### src/rtl/op_seq_pkg.sv
// Shared definitions for the operand sequencer.
//   state_t      : sequencer FSM states
//   FIFO_DEPTH   : host vector FIFO depth
//   SWEEP_LEN    : vectors per sweep half (one operand walks 0..15)
//   NUM_VEC      : vectors in a complete sweep run
//   zext_nibble  : widen a 4-bit operand to the 8-bit processor input
package op_seq_pkg;

    localparam int FIFO_DEPTH = 4;
    localparam int SWEEP_LEN  = 16;
    localparam int NUM_VEC    = 32;
    localparam int PTR_W      = 2;
    localparam int CNT_W      = 3;

    typedef enum logic [2:0] {
        ST_IDLE,
        ST_SWEEP_B,
        ST_SWEEP_A,
        ST_DRAIN,
        ST_DONE
    } state_t;

    function automatic logic [7:0] zext_nibble(input logic [3:0] n);
        return {4'h0, n};
    endfunction

endpackage

### src/rtl/op_fifo.sv
// Small host vector FIFO (4 x 8 bit) with first-word-fall-through head.
// Ports:
//   clk, rst_n       : clock, asynchronous active-low reset (empties FIFO)
//   push, push_data  : write request and data (ignored when full)
//   pop              : remove head entry (ignored when empty)
//   pop_data         : current head entry, valid while !empty
//   full, empty      : occupancy flags
//   count            : occupancy 0..4
module op_fifo
    import op_seq_pkg::*;
(
    input  logic             clk,
    input  logic             rst_n,
    input  logic             push,
    input  logic [7:0]       push_data,
    input  logic             pop,
    output logic [7:0]       pop_data,
    output logic             full,
    output logic             empty,
    output logic [CNT_W-1:0] count
);

    logic [7:0]       mem_reg [FIFO_DEPTH];
    logic [PTR_W-1:0] wr_ptr_reg;
    logic [PTR_W-1:0] rd_ptr_reg;
    logic [CNT_W-1:0] count_reg;
    logic             push_ok;
    logic             pop_ok;

    assign full    = (count_reg == CNT_W'(FIFO_DEPTH));
    assign empty   = (count_reg == '0);
    assign count   = count_reg;
    assign push_ok = push & ~full;
    assign pop_ok  = pop & ~empty;

    // The head is read combinationally so a pop can load the operand
    // registers at the same edge.
    assign pop_data = mem_reg[rd_ptr_reg];

    // Entries are cleared on reset so aborted contents never reappear.
    generate
        for (genvar gi = 0; gi < FIFO_DEPTH; gi++) begin : g_entry
            always_ff @(posedge clk or negedge rst_n) begin
                if (!rst_n) begin
                    mem_reg[gi] <= '0;
                end else if (push_ok && (wr_ptr_reg == PTR_W'(gi))) begin
                    mem_reg[gi] <= push_data;
                end
            end
        end
    endgenerate

    // Pointers are 2 bits wide so they wrap modulo the depth naturally.
    always_ff @(posedge clk or negedge rst_n) begin
        if (!rst_n) begin
            wr_ptr_reg <= '0;
            rd_ptr_reg <= '0;
            count_reg  <= '0;
        end else begin
            if (push_ok) wr_ptr_reg <= wr_ptr_reg + PTR_W'(1);
            if (pop_ok)  rd_ptr_reg <= rd_ptr_reg + PTR_W'(1);
            case ({push_ok, pop_ok})
                2'b10:   count_reg <= count_reg + CNT_W'(1);
                2'b01:   count_reg <= count_reg - CNT_W'(1);
                default: count_reg <= count_reg;
            endcase
        end
    end

endmodule

### src/rtl/op_sequencer.sv
// Operand sequencer: feeds (a,b) vectors to a processor either as an
// exhaustive 32-vector sweep or by draining host-written FIFO entries.
// Ports:
//   clk, rst_n        : clock, asynchronous active-low reset
//   ena               : global enable, low freezes everything
//   start, mode       : begin run in IDLE; mode 0 sweep, 1 drain FIFO
//   wr_valid, wr_data : host writes {a[3:0], b[3:0]}; wr_ready = !full
//   op_a, op_b        : registered zero-extended operands
//   op_valid, idx     : new-vector strobe and index within run
//   busy, done        : run in progress / one-cycle completion pulse
module op_sequencer
    import op_seq_pkg::*;
(
    input  logic       clk,
    input  logic       rst_n,
    input  logic       ena,
    input  logic       start,
    input  logic       mode,
    input  logic       wr_valid,
    input  logic [7:0] wr_data,
    output logic       wr_ready,
    output logic [7:0] op_a,
    output logic [7:0] op_b,
    output logic       op_valid,
    output logic [5:0] idx,
    output logic       busy,
    output logic       done
);

    state_t     state_reg, state_next;
    logic [7:0] op_a_reg, op_a_next;
    logic [7:0] op_b_reg, op_b_next;
    logic [5:0] idx_reg, idx_next;
    logic       op_valid_reg, op_valid_next;

    logic             fifo_push;
    logic             fifo_pop;
    logic             pop_req;
    logic [7:0]       fifo_head;
    logic             fifo_full;
    logic             fifo_empty;
    logic [CNT_W-1:0] fifo_count;
    logic             unused_count;

    assign unused_count = ^fifo_count;

    // Ready reflects the registered full flag only; a pop in the same
    // cycle does not make room early.
    assign wr_ready  = ~fifo_full;
    assign fifo_push = ena & wr_valid & ~fifo_full;
    assign fifo_pop  = ena & pop_req;

    op_fifo u_fifo (
        .clk       (clk),
        .rst_n     (rst_n),
        .push      (fifo_push),
        .push_data (wr_data),
        .pop       (fifo_pop),
        .pop_data  (fifo_head),
        .full      (fifo_full),
        .empty     (fifo_empty),
        .count     (fifo_count)
    );

    always_ff @(posedge clk or negedge rst_n) begin
        if (!rst_n) begin
            state_reg    <= ST_IDLE;
            op_a_reg     <= '0;
            op_b_reg     <= '0;
            idx_reg      <= '0;
            op_valid_reg <= 1'b0;
        end else if (ena) begin
            state_reg    <= state_next;
            op_a_reg     <= op_a_next;
            op_b_reg     <= op_b_next;
            idx_reg      <= idx_next;
            op_valid_reg <= op_valid_next;
        end
    end

    // Operand/index registers hold by default; only cycles that emit a
    // vector overwrite them and raise op_valid.
    always_comb begin
        state_next    = state_reg;
        op_a_next     = op_a_reg;
        op_b_next     = op_b_reg;
        idx_next      = idx_reg;
        op_valid_next = 1'b0;
        pop_req       = 1'b0;
        case (state_reg)
            ST_IDLE: begin
                if (start) begin
                    if (!mode) begin
                        state_next    = ST_SWEEP_B;
                        op_a_next     = '0;
                        op_b_next     = '0;
                        idx_next      = '0;
                        op_valid_next = 1'b1;
                    end else if (!fifo_empty) begin
                        state_next    = ST_DRAIN;
                        pop_req       = 1'b1;
                        op_a_next     = zext_nibble(fifo_head[7:4]);
                        op_b_next     = zext_nibble(fifo_head[3:0]);
                        idx_next      = '0;
                        op_valid_next = 1'b1;
                    end else begin
                        state_next = ST_DONE;
                    end
                end
            end
            ST_SWEEP_B: begin
                op_valid_next = 1'b1;
                op_a_next     = '0;
                idx_next      = idx_reg + 6'd1;
                if (op_b_reg[3:0] == 4'(SWEEP_LEN - 1)) begin
                    // B half complete: A half restarts at (0,0).
                    state_next = ST_SWEEP_A;
                    op_b_next  = '0;
                end else begin
                    op_b_next = op_b_reg + 8'd1;
                end
            end
            ST_SWEEP_A: begin
                if (op_a_reg[3:0] == 4'(SWEEP_LEN - 1)) begin
                    state_next = ST_DONE;
                end else begin
                    op_valid_next = 1'b1;
                    op_a_next     = op_a_reg + 8'd1;
                    op_b_next     = '0;
                    idx_next      = idx_reg + 6'd1;
                end
            end
            ST_DRAIN: begin
                if (!fifo_empty) begin
                    pop_req       = 1'b1;
                    op_a_next     = zext_nibble(fifo_head[7:4]);
                    op_b_next     = zext_nibble(fifo_head[3:0]);
                    idx_next      = idx_reg + 6'd1;
                    op_valid_next = 1'b1;
                end else begin
                    state_next = ST_DONE;
                end
            end
            ST_DONE: begin
                state_next = ST_IDLE;
            end
            default: begin
                state_next = ST_IDLE;
            end
        endcase
    end

    assign op_a     = op_a_reg;
    assign op_b     = op_b_reg;
    assign idx      = idx_reg;
    assign op_valid = op_valid_reg;
    assign busy     = (state_reg == ST_SWEEP_B) || (state_reg == ST_SWEEP_A) ||
                      (state_reg == ST_DRAIN);
    assign done     = (state_reg == ST_DONE);

endmodule

### config.mk
export PLATFORM = sky130hd
export DESIGN_NAME = op_sequencer
export DESIGN_NICKNAME = d
export VERILOG_FILES = /design/src/rtl/op_seq_pkg.sv /design/src/rtl/op_fifo.sv /design/src/rtl/op_sequencer.sv
export SDC_FILE = /design/constraint.sdc
export NUM_CORES = 1
export LEC_CHECK = 0
export BUFFER_PORTS_ARGS = -buffer_cell sky130_fd_sc_hd__buf_2
export CAP_MARGIN = 20
export CELL_PAD_IN_SITES_DETAIL_PLACEMENT = 2
export CELL_PAD_IN_SITES_GLOBAL_PLACEMENT = 2
export CORE_ASPECT_RATIO = 1.5
export CORE_MARGIN = 3
export CORE_UTILIZATION = 30
export CTS_CLUSTER_DIAMETER = 50
export DETAILED_ROUTE_END_ITERATION = 16
export GPL_ROUTABILITY_DRIVEN = 0
export GPL_TIMING_DRIVEN = 0
export PLACE_DENSITY = 0.7
export SLEW_MARGIN = 20
export SYNTH_ARGS = -nofsm -noshare
export SYNTH_HDL_FRONTEND = slang
export SYNTH_SLANG_ARGS = --single-unit
### constraint.sdc
create_clock -name clk -period 2.1 [get_ports clk]
set_clock_uncertainty 0.05 [all_clocks]
set_input_delay 0.105 -clock clk [delete_from_list [all_inputs] [get_ports clk]]
set_output_delay 0.105 -clock clk [all_outputs]
set_load 0.05 [all_outputs]
# Yosys cells after proc, flatten, opt, wreduce, memory -nomap -nowiden

Index checks and enable logic that the tools add are counted.

$add $sub $neg: 7
$lt $le $gt $ge: 1
Equal/unequal tests: 19
Mux-type cells: 36
Bitwise gates (word level): 8
Reduce and logical (&&, ||, !) cells: 14

Operator list:

| operator              | count |
|---|---|
| $mux W8               | 11 |
| $pmux W8 S4           | 2 |
| $mux W6               | 5 |
| $pmux W6 S4           | 1 |
| $mux W3               | 6 |
| $add A8 B1 Y8 const B | 2 |
| $bmux W8 S2           | 1 |
| $ne A2 B2 Y1 const B  | 6 |
| $pmux W3 S4           | 1 |
| $eq A4 B4 Y1 const B  | 2 |
| $add A6 B1 Y6 const B | 1 |
| $eq A2 B2 Y1 const B  | 3 |
| $eq A3 B2 Y1 const B  | 2 |
| $eq A3 B3 Y1 const B  | 2 |
| $logic_not A3 Y1      | 2 |
| $mux W1               | 6 |
| $pmux W3 S2           | 1 |
| $reduce_and A6 Y1     | 1 |
| $and A1 B1 Y1         | 5 |
| $reduce_and A5 Y1     | 1 |
| $add A2 B1 Y2 const B | 2 |
| $eq A2 B1 Y1 const B  | 2 |
| $logic_and A1 B1 Y1   | 4 |
| $pmux W1 S4           | 1 |
| other kinds (13)      | 15 |

Register bits after elaboration: 65
Bits of input ports: 14
Output and inout port bits: 26
Word-level logic and storage cells: 97

# Longest topological paths before layout

Gate-level depths: netlist of run 1.

Depth in word-level cells: 9
Gate-level depth with buffers: 11
Mapped depth without buffers: 10

# Cells and area by module

A second synthesis of run 1 with hierarchy kept.

Cell total of the unflattened synthesis: 300
Area, all modules: 3367.0 um^2

By module, submodules not included:

| module       | times used | cells each | area an instance (um^2) | sequential area each (um^2) |
|---|---|---|---|---|
| op_fifo      | 1          | 114        | 1784.2                  | 975.9 |
| op_sequencer | 1          | 186        | 1582.8                  | 650.6 |

# Worst setup path before layout of run 1

Ideal clock, no wire load.

Path kind: reg-to-reg
From: register u_fifo.count_reg[0] (netlist: u_fifo.count[0])
To: register u_fifo.count_reg[2] (netlist: u_fifo.count[2])
Library setup time: 79 ps
Arrival: 2434 ps
Path slack: -463 ps
Cell stages (with the launch flop): 12
Period minus slack after synthesis: 2563 ps
Cells stage by stage: dfrtp_1 -> inv_1 -> nand3_1 -> and3_1 -> buf_2 -> inv_1 -> ha_1 -> inv_1 -> fa_1 -> xor2_1 -> nor2_1 -> xor2_1

Elaborated cells between the ends (all ways): 18
Those cells by class: 2 x add/sub; 3 x eq/ne; 5 x mux; 6 x bitwise; 2 x reduce/logical

RTL lines:

| item                                                     | line               | source |
|---|---|---|
| start, declared                                          | op_fifo.sv:26      | `logic [CNT_W-1:0] count_reg;` |
| start signal, assigned                                   | op_fifo.sv:63      | `2'b10: count_reg <= count_reg + CNT_W'(1);` |
| start signal, assigned                                   | op_fifo.sv:64      | `2'b01: count_reg <= count_reg - CNT_W'(1);` |
| start signal, assigned                                   | op_fifo.sv:65      | `default: count_reg <= count_reg;` |
| $eq A3 B3 Y1 (*)                                         | op_fifo.sv:30      | `assign full = (count_reg == CNT_W'(FIFO_DEPTH));` |
| $not A1 Y1 (*)                                           | n/a                |  |
| via wr_ready                                             | op_sequencer.sv:21 | `output logic wr_ready,` |
| $and A1 B1 Y1                                            | op_sequencer.sv:50 | `assign fifo_push = ena & wr_valid & ~fifo_full;` |
| $and A1 B1 Y1 (*)                                        | op_fifo.sv:33      | `assign push_ok = push & ~full;` |
| $eq A2 B1 Y1 / $eq A2 B2 Y1 (equally long branches)      | op_fifo.sv:62      | `case ({push_ok, pop_ok})` |
| $pmux W3 S2 / $reduce_bool A2 Y1 (equally long branches) | n/a                |  |

Mark *: on every way through the listed nets, which the timed path passes. The rest lies on a longest branch.
A chain may end at the register's enable or synchronous reset.

# Final worst setup path of run 1

From: register state_reg[1]
To: register u_fifo.count_reg[2] (netlist: u_fifo.count[2])

Word-level cells in the longest chain between the ends: 6
Elaborated cells between the ends (all ways): 9
Those cells by class: 3 x eq/ne; 2 x mux; 2 x bitwise; 2 x reduce/logical

Ends and longest elaborated chain:

| item                                                     | line               | source |
|---|---|---|
| start, declared                                          | op_sequencer.sv:30 | `state_t state_reg, state_next;` |
| start signal, assigned                                   | op_sequencer.sv:73 | `state_reg <= state_next;` |
| $eq A3 B2 Y1 / $logic_not A3 Y1 (equally long branches)  | op_sequencer.sv:90 | `case (state_reg)` |
| $pmux W1 S2 (*)                                          | op_sequencer.sv:90 |  |
| $and A1 B1 Y1 (*)                                        | op_sequencer.sv:51 | `assign fifo_pop = ena & pop_req;` |
| $and A1 B1 Y1 (*)                                        | op_fifo.sv:34      | `assign pop_ok = pop & ~empty;` |
| via u_fifo.pop_ok                                        | op_fifo.sv:28      | `logic pop_ok;` |
| $eq A2 B1 Y1 / $eq A2 B2 Y1 (equally long branches)      | op_fifo.sv:62      |  |
| $pmux W3 S2 / $reduce_bool A2 Y1 (equally long branches) | n/a                |  |

Marked as above.

==> impl_metrics.py, run 1 <==
metrics = {
    "die": {
        "rows": 46,
        "core_mm2": 0.0106,
        "die-width_um": 91.3,
        "dieHeight_um": 134,
        "die-area_mm2": 0.0122,
        "top_ports": 40,
        "initial_utilization_pct": 30.9,
    },
    "timing": {
        "transition_at_the_pin_with_the_smallest_max_transition_slack_ns": 0.670,
        "hold_violations": 0,
        "final_max_slew_viol_count": 0,
        "slew-limit-headroom_pct": 55.0,
        "setup_viol": 1,
        "layout_min_cycle_time_ns": 2.21,
        "finalHoldWorstSlack_ns": 0.00468,
        "max_freq_mhz": 453,
        "fin_ws_ns": -0.108,
        "period_share_pct": 105,
        "grt_setup_unrepaired": "true",
        "totalNegativeSetupSlack_ns": -0.108,
    },
    "synth": {
        "ys_ff_latch": 65,
        "syn_inst": 285,
        "yosys_most_used_dff": "dfrtp_1",
        "synth-edff-count": 0,
        "post_synthesis_async_set_or_reset_flop_share_pct": 100,
        "syn_area_per_cell_um2": 11.5,
        "cell_area_after_synthesis_mm2": 0.00327,
        "yosys_warnings": 0,
        "synth_cell_type_count": 48,
        "postSynthNetCount": 308,
        "synth.yosys.seq_area_share_pct": 49.7,
    },
    "clock_tree": {
        "cts-buffers-inserted": 9,
        "cts.sinks": 65,
        "ctsRootBufferMaster": "clkbuf_16",
        "clock_tree.htree_level_count": 3,
        "ctsLongestPathBuffers": 2,
        "clock_tree_from_tritoncts": "built",
        "insertion_delay_to_the_later_sink_of_the_worst_skew_pair_ns": 0.33,
        "clkTransAtPathRegs_ns": 0.06,
    },
    "critical_path": {
        "crit_slowest_cell": "dfrtp_1",
        "worstPathBufferInverterCount": 2,
        "cp-end-kind": "flop",
        "reg2reg_depth": 10,
        "cp_common_cell": "xor2_1",
        "worst-endpoint-required_ns": 2.30,
        "crit_chain": "buf_6, nor2_4, nand3_2, a211oi_4, ha_2, inv_2, fa_2, xor2_1, nor2_1, xor2_1",
        "critPathKind": "reg2reg",
        "arrival_ns": 2.41,
        "r2r_end": "u_fifo.count[2]",
        "delay_of_the_slowest_cell_on_the_worst_path_ns": 0.39,
        "r2r_slack_ns": -0.11,
        "crit_path_max_fanout": 4,
        "worstReg2RegStart": "state_reg[1]",
        "critical_path.top_delay_family": "adder cells",
        "sort_of_element_at_the_start_of_the_critical_path": "flop",
    },
    "routing": {
        "routed_wirelength_um": 9450,
        "ant_nets": 0,
        "first_iter_violations": 64,
        "avgViaCountPerCell": 5.06,
        "route.top_layer_used": "met4",
        "number_of_detailed_routing_iterations_run_before_antenna_repair": 4,
        "met1_length_um": 3510,
        "met3_length_um": 267,
        "route.detailed.wl_per_inst_um": 18.9,
        "vias": 2524,
        "remaining_routing_drc_violations": 0,
        "wl_met2_um": 5540,
    },
    "finish": {
        "final-instance-count-excl-fill": 499,
        "postLayoutCoreUtil_pct": 39.5,
        "layout_cell_share_with_drive_strength_beyond_1_pct": 38.6,
        "finish.net_count": 373,
        "largest_reg_flops": 32,
        "area.growth.synth_to_final_pct": 28.0,
        "antenna_cells_inserted": 0,
    },
    "placed_design": {
        "post-place-cells": 469,
        "port_buffers": 39,
        "dp_wirelength_um": 6600,
    },
    "power_and_ir_drop": {
        "power.leakage_uw": 0.00189,
        "p_per_area_mw_per_mm2": 1580,
        "max-vdd-ir-drop_uv": 591,
    },
    "min_path": {
        "worst_hold_startpoint": "wr_data[4]",
        "worst_hold_path_type": "in2reg",
        "worstHoldEndpoint": "u_fifo.mem_reg[12]",
        "min_path_cells": 2,
    },
    "global_route": {
        "grt_antenna_before_repair": 0,
        "first_global_vias": 2915,
        "largest_net_degree_at_the_start_of_global_routing": 53,
        "grt_first_pass_wirelength_um": 15600,
        "grt-ovfl-total": 0,
        "grt_usage_pct": 16.6,
    },
    "status": {
        "violations": "setup timing",
        "status": "finished, violations left",
    },
    "job": {
        "max-cap-violations": 0,
    },
}
[report_power, final]
part | leakage, uW | internal, uW | switching, uW
Sequential | 0.000811 | 1760 | 365
Combinational | 0.000930 | 1240 | 1700
Clock | 0.000149 | 984 | 553
[cell type report]
type / instances / area, um^2
Timing Repair Buffer: 54 / 338
Clock inverter: 4 / 51.3
Buffer: 8 / 58.8
Fill cell: 1171 / 6400
Clock buffer: 12 / 256
Inverter: 10 / 37.5
Tap cell: 144 / 180
Multi-Input combinational cell: 202 / 1640
Sequential cell: 65 / 1630
[worst max-delay path by stage]
stage,start,to,slack [ns],cells past startpoint
final,state_reg[1],u_fifo.count[2],-0.11,10
after global routing,state_reg[1],u_fifo.count[2],-0.16,10
after CTS,state_reg[1],u_fifo.count[2],-0.08,10
after detailed placement,state_reg[0],u_fifo.count[2],-0.39,10
after global placement,state_reg[0],u_fifo.count[2],-0.34,10
after floorplan,state_reg[1],u_fifo.count[2],-0.09,10
[per-stage QoR]
stage	total power [uW]	worst slack, ns	instance area (um^2)
finish	6600	-0.108	4190
global route	7070	-0.159	4190
CTS	6670	-0.0807	4160
detailed placement	4900	-0.394	3730
global placement	4740	-0.343	3700
floorplan	4120	-0.0857	3320
[Yosys cell counts, types with 2 or more instances]
library cell	n	area, um^2
a21boi_0	2	15.0
or4_1	2	15.0
nand3_1	15	75.1
buf_4	2	15.0
nand2b_1	5	31.3
and3_1	6	37.5
buf_2	5	25.0
mux4_2	8	180
o21ai_0	22	110
mux2_2	34	383
nor3_1	3	15.0
xor2_1	4	35.0
xnor2_1	4	35.0
nor2b_1	3	18.8
nor3b_1	2	15.0
o41ai_1	2	17.5
nor2_1	18	67.6
a22o_1	2	17.5
a32oi_1	2	17.5
a31oi_1	4	25.0
ha_1	8	100
inv_1	9	33.8
nand2_1	22	82.6
a22oi_1	2	15.0
a21oi_1	10	50.1
o21ai_1	3	15.0
dfrtp_1	65	1630
[cell usage in the layout (no fill, tap or decap), types with 4 or more instances in the layout]
master,n
buf_2,40
mux2_2,34
xnor2_1,4
inv_2,4
inv_1,6
buf_4,15
mux4_2,8
clkbuf_16,9
a21oi_1,10
nor2_1,16
and3_1,6
nand2b_1,5
ha_1,7
o21ai_0,22
a31oi_1,4
dfrtp_1,62
nand3_1,13
nand2_1,22
xor2_1,4
[repair_timing]
action / CTS / global route
endpoints found under the setup margin: 21 / 13
endpoints found under the hold margin: 67 / 0
gates cloned: 0 / 0
pin swaps: 4 / 0
hold buffers: 3 / 0
gates resized for setup: 6 / 3
buffers inserted: 10 / 1
[cell families after synthesis]
| family | share of synthesized area [%] |
|---|---|
| AND/OR/NAND/NOR | 13.6 |
| flip-flops | 49.7 |
| AO/OA/AOI/OAI | 10.9 |
| multiplexers | 17.5 |
| buffers and inverters | 2.49 |
| adder cells (fa/ha/maj) | 3.67 |
| XOR/XNOR | 2.14 |
[routing by layer]
metal / up-vias / GRT usage, %
met5: - / 0
met3: 9 / 3.59
li1: 1170 / -
met4: 0 / 5.45
met2: 35 / 32.4
met1: 1310 / 17.2
Note: power is estimated with default switching activity, not from simulation.
==> run 2: changes to the inputs <==
--- a/config.mk
+++ b/config.mk
@@ -5,6 +5,7 @@
 export SDC_FILE = /design/constraint.sdc
 export NUM_CORES = 1
 export LEC_CHECK = 0
+export ABC_AREA = 1
 export BUFFER_PORTS_ARGS = -buffer_cell sky130_fd_sc_hd__buf_2
 export CAP_MARGIN = 20
 export CELL_PAD_IN_SITES_DETAIL_PLACEMENT = 2
@@ -16,8 +17,7 @@
 export DETAILED_ROUTE_END_ITERATION = 16
 export GPL_ROUTABILITY_DRIVEN = 0
 export GPL_TIMING_DRIVEN = 0
-export PLACE_DENSITY = 0.7
-export SLEW_MARGIN = 20
+export PLACE_DENSITY = 0.77
 export SYNTH_ARGS = -nofsm -noshare
 export SYNTH_HDL_FRONTEND = slang
 export SYNTH_SLANG_ARGS = --single-unit
==> impl_metrics.py, run 2 <==
metrics = {
    "critical_path": {
        "cp-end-kind": "flop",
        "sort_of_element_at_the_start_of_the_critical_path": "flop",
        "worst-endpoint-required_ns": 2.27,
        "crit_path_max_fanout": 3,
        "arrival_ns": 2.39,
        "critPathKind": "reg2reg",
    },
    "die": {
        "top_ports": 40,
        "die-width_um": 94.8,
        "initial_utilization_pct": 30.8,
        "dieHeight_um": 139,
        "core_mm2": 0.0115,
        "rows": 48,
        "die-area_mm2": 0.0132,
    },
    "finish": {
        "post-route-cell-area_mm2": 0.00439,
        "largest_reg_flops": 32,
        "postLayoutCoreUtil_pct": 38.0,
        "finish.net_count": 554,
        "layout_cell_share_with_drive_strength_beyond_1_pct": 22.9,
        "layout.cells.most_common_list": "nand2_1, dfrtp_1, inv_1, o21ai_0, buf_2",
        "mostFrequentLayoutCell": "nand2_1",
        "area.growth.synth_to_final_pct": 23.6,
        "antenna_cells_inserted": 0,
    },
    "timing": {
        "setup_viol": 1,
        "max_freq_mhz": 449,
        "transition_at_the_pin_with_the_smallest_max_transition_slack_ns": 0.889,
        "grt_setup_unrepaired": "true",
        "slew-limit-headroom_pct": 40.7,
        "fin_ws_ns": -0.127,
        "layout_min_cycle_time_ns": 2.23,
        "final_max_slew_viol_count": 0,
        "hold_violations": 0,
        "totalNegativeSetupSlack_ns": -0.127,
        "period_share_pct": 106,
    },
    "synth": {
        "yosys-top-cells-count": "nand2_1, dfrtp_1, inv_1, o21ai_0, nor2_1",
        "yosys_warnings": 0,
        "post_synth_main_area_contributors": "dfrtp_1, nand2_1, o21ai_0, inv_1, nand3_1",
        "ys_ff_latch": 65,
        "postSynthNetCount": 493,
        "cell_area_after_synthesis_mm2": 0.00355,
        "syn_area_per_cell_um2": 7.55,
        "synth.yosys.seq_area_share_pct": 45.8,
        "post-synth-top-area-fraction_pct": 45.8,
        "synth_most_common_cell": "nand2_1",
        "cell_taking_the_most_area_after_synthesis": "dfrtp_1",
        "yosys_most_used_dff": "dfrtp_1",
        "post_synthesis_async_set_or_reset_flop_share_pct": 100,
        "syn_inst": 470,
        "synth-edff-count": 0,
        "synth_cell_type_count": 30,
    },
    "clock_tree": {
        "clkTransAtPathRegs_ns": 0.06,
        "clock_tree.htree_level_count": 3,
        "insertion_delay_to_the_later_sink_of_the_worst_skew_pair_ns": 0.34,
        "cts.sinks": 65,
        "ctsRootBufferMaster": "clkbuf_16",
        "cts-buffers-inserted": 9,
        "ctsLongestPathBuffers": 2,
        "clock_tree_from_tritoncts": "built",
    },
    "global_route": {
        "grt_first_pass_wirelength_um": 19800,
        "largest_net_degree_at_the_start_of_global_routing": 66,
        "grt-ovfl-total": 0,
        "first_global_vias": 3761,
        "grt_usage_pct": 19.6,
        "grt_antenna_before_repair": 0,
    },
    "routing": {
        "avgViaCountPerCell": 4.98,
        "vias": 3419,
        "routed_wirelength_um": 12200,
        "ant_nets": 0,
        "number_of_detailed_routing_iterations_run_before_antenna_repair": 4,
        "remaining_routing_drc_violations": 0,
        "route.detailed.wl_per_inst_um": 17.7,
        "first_iter_violations": 80,
    },
    "power_and_ir_drop": {
        "p_per_area_mw_per_mm2": 1610,
        "p_total_uw": 7080,
        "max-vdd-ir-drop_uv": 617,
        "power.leakage_uw": 0.00225,
    },
    "status": {
        "violations": "setup timing",
        "status": "finished, violations left",
    },
    "job": {
        "max-cap-violations": 0,
    },
    "placed_design": {
        "placedInstanceArea_mm2": 0.00396,
        "dp_wirelength_um": 8520,
        "pre_cts_ws_ns": -0.386,
        "port_buffers": 39,
    },
    "min_path": {
        "worst_hold_path_type": "in2reg",
    },
}
[run 2: changes by cell type after synthesis, sizes merged, moves of 4 or more]
cell / delta
nor2: +34
mux4: -8
inv: +51
mux2: -34
nand2: +118
nand3: +25
a31oi: -4
o21ai: +36
and3: -7
buf: +4
nand2b: -5
[run 2: critical path: stages (launching register included)]
cell,delay [ns]
dfrtp_2,0.44
nor2_4,0.14
nand2_2,0.08
nor2_4,0.10
nand2_2,0.07
o21ai_2,0.13
nand2_2,0.09
inv_2,0.08
ha_4,0.13
inv_4,0.04
fa_2,0.38
a21oi_2,0.17
o21ai_2,0.08
xor2_1,0.14
[run 2: per-stage QoR]
step | hold WS, ns | instances
3_3_place_gp | 0.339 | 659
6_report | 0.0101 | 686
4_1_cts | 0.0140 | 684
3_5_place_dp | 0.238 | 659
2_1_floorplan | -0.241 | 470
5_1_grt | 0.0225 | 686
[run 2: final timing paths]
check                           slack [ns]           endpoint         startpoint  depth (start not counted)
worst max-delay path                 -0.13    u_fifo.count[2]       state_reg[1]                         13
worst min-delay path                  0.01           op_valid                ena                          2
worst max register to register       -0.13    u_fifo.count[2]       state_reg[1]                         13
worst min register to register        0.44  u_fifo.mem_reg[8]  u_fifo.mem_reg[8]                          2
max in group asynchronous             0.99       state_reg[2]              rst_n                          2
min in group asynchronous             0.39            op_a[7]              rst_n                          2
[run 2: layout make-up]
cell class              instances  area, um^2
plain buffers                  12        70.1
clock buffers                   9         225
clock inverters                 7        71.3
fillers                      1398        7140
inverters                      61         234
multi-input cells             332        1680
flip-flops and latches         65        1630
well taps                     150         188
repair buffers                 50         287
[run 2: logic make-up after synthesis]
kind of cell / synth area share (%)
compound gates: 10.7
flops: 45.8
buf+inv: 8.42
fa+ha+maj: 3.38
xor+xnor: 1.48
simple gates: 30.2
[run 2: layer usage]
layer / global-route usage, % / share of wire (%)
met1: 20.7 / 37
met2: 38.0 / 58
met3: 2.97 / 2.5
met4: 7.00 / 2.5
met5: 0 / 0
[run 2: power breakdown]
part / internal [uW] / switching [uW]
registers: 1750 / 387
logic: 1060 / 2380
clock network: 916 / 590
total: 3720 / 3360
[run 2: repair_timing]
item                                    in CTS  in global routing
hold endpoints to repair                    65                  0
endpoints found under the setup margin       2                  2
buffers inserted                             8                  2
pin swaps                                    5                  6
gates resized for setup                      6                 11
hold buffers                                 1                  0
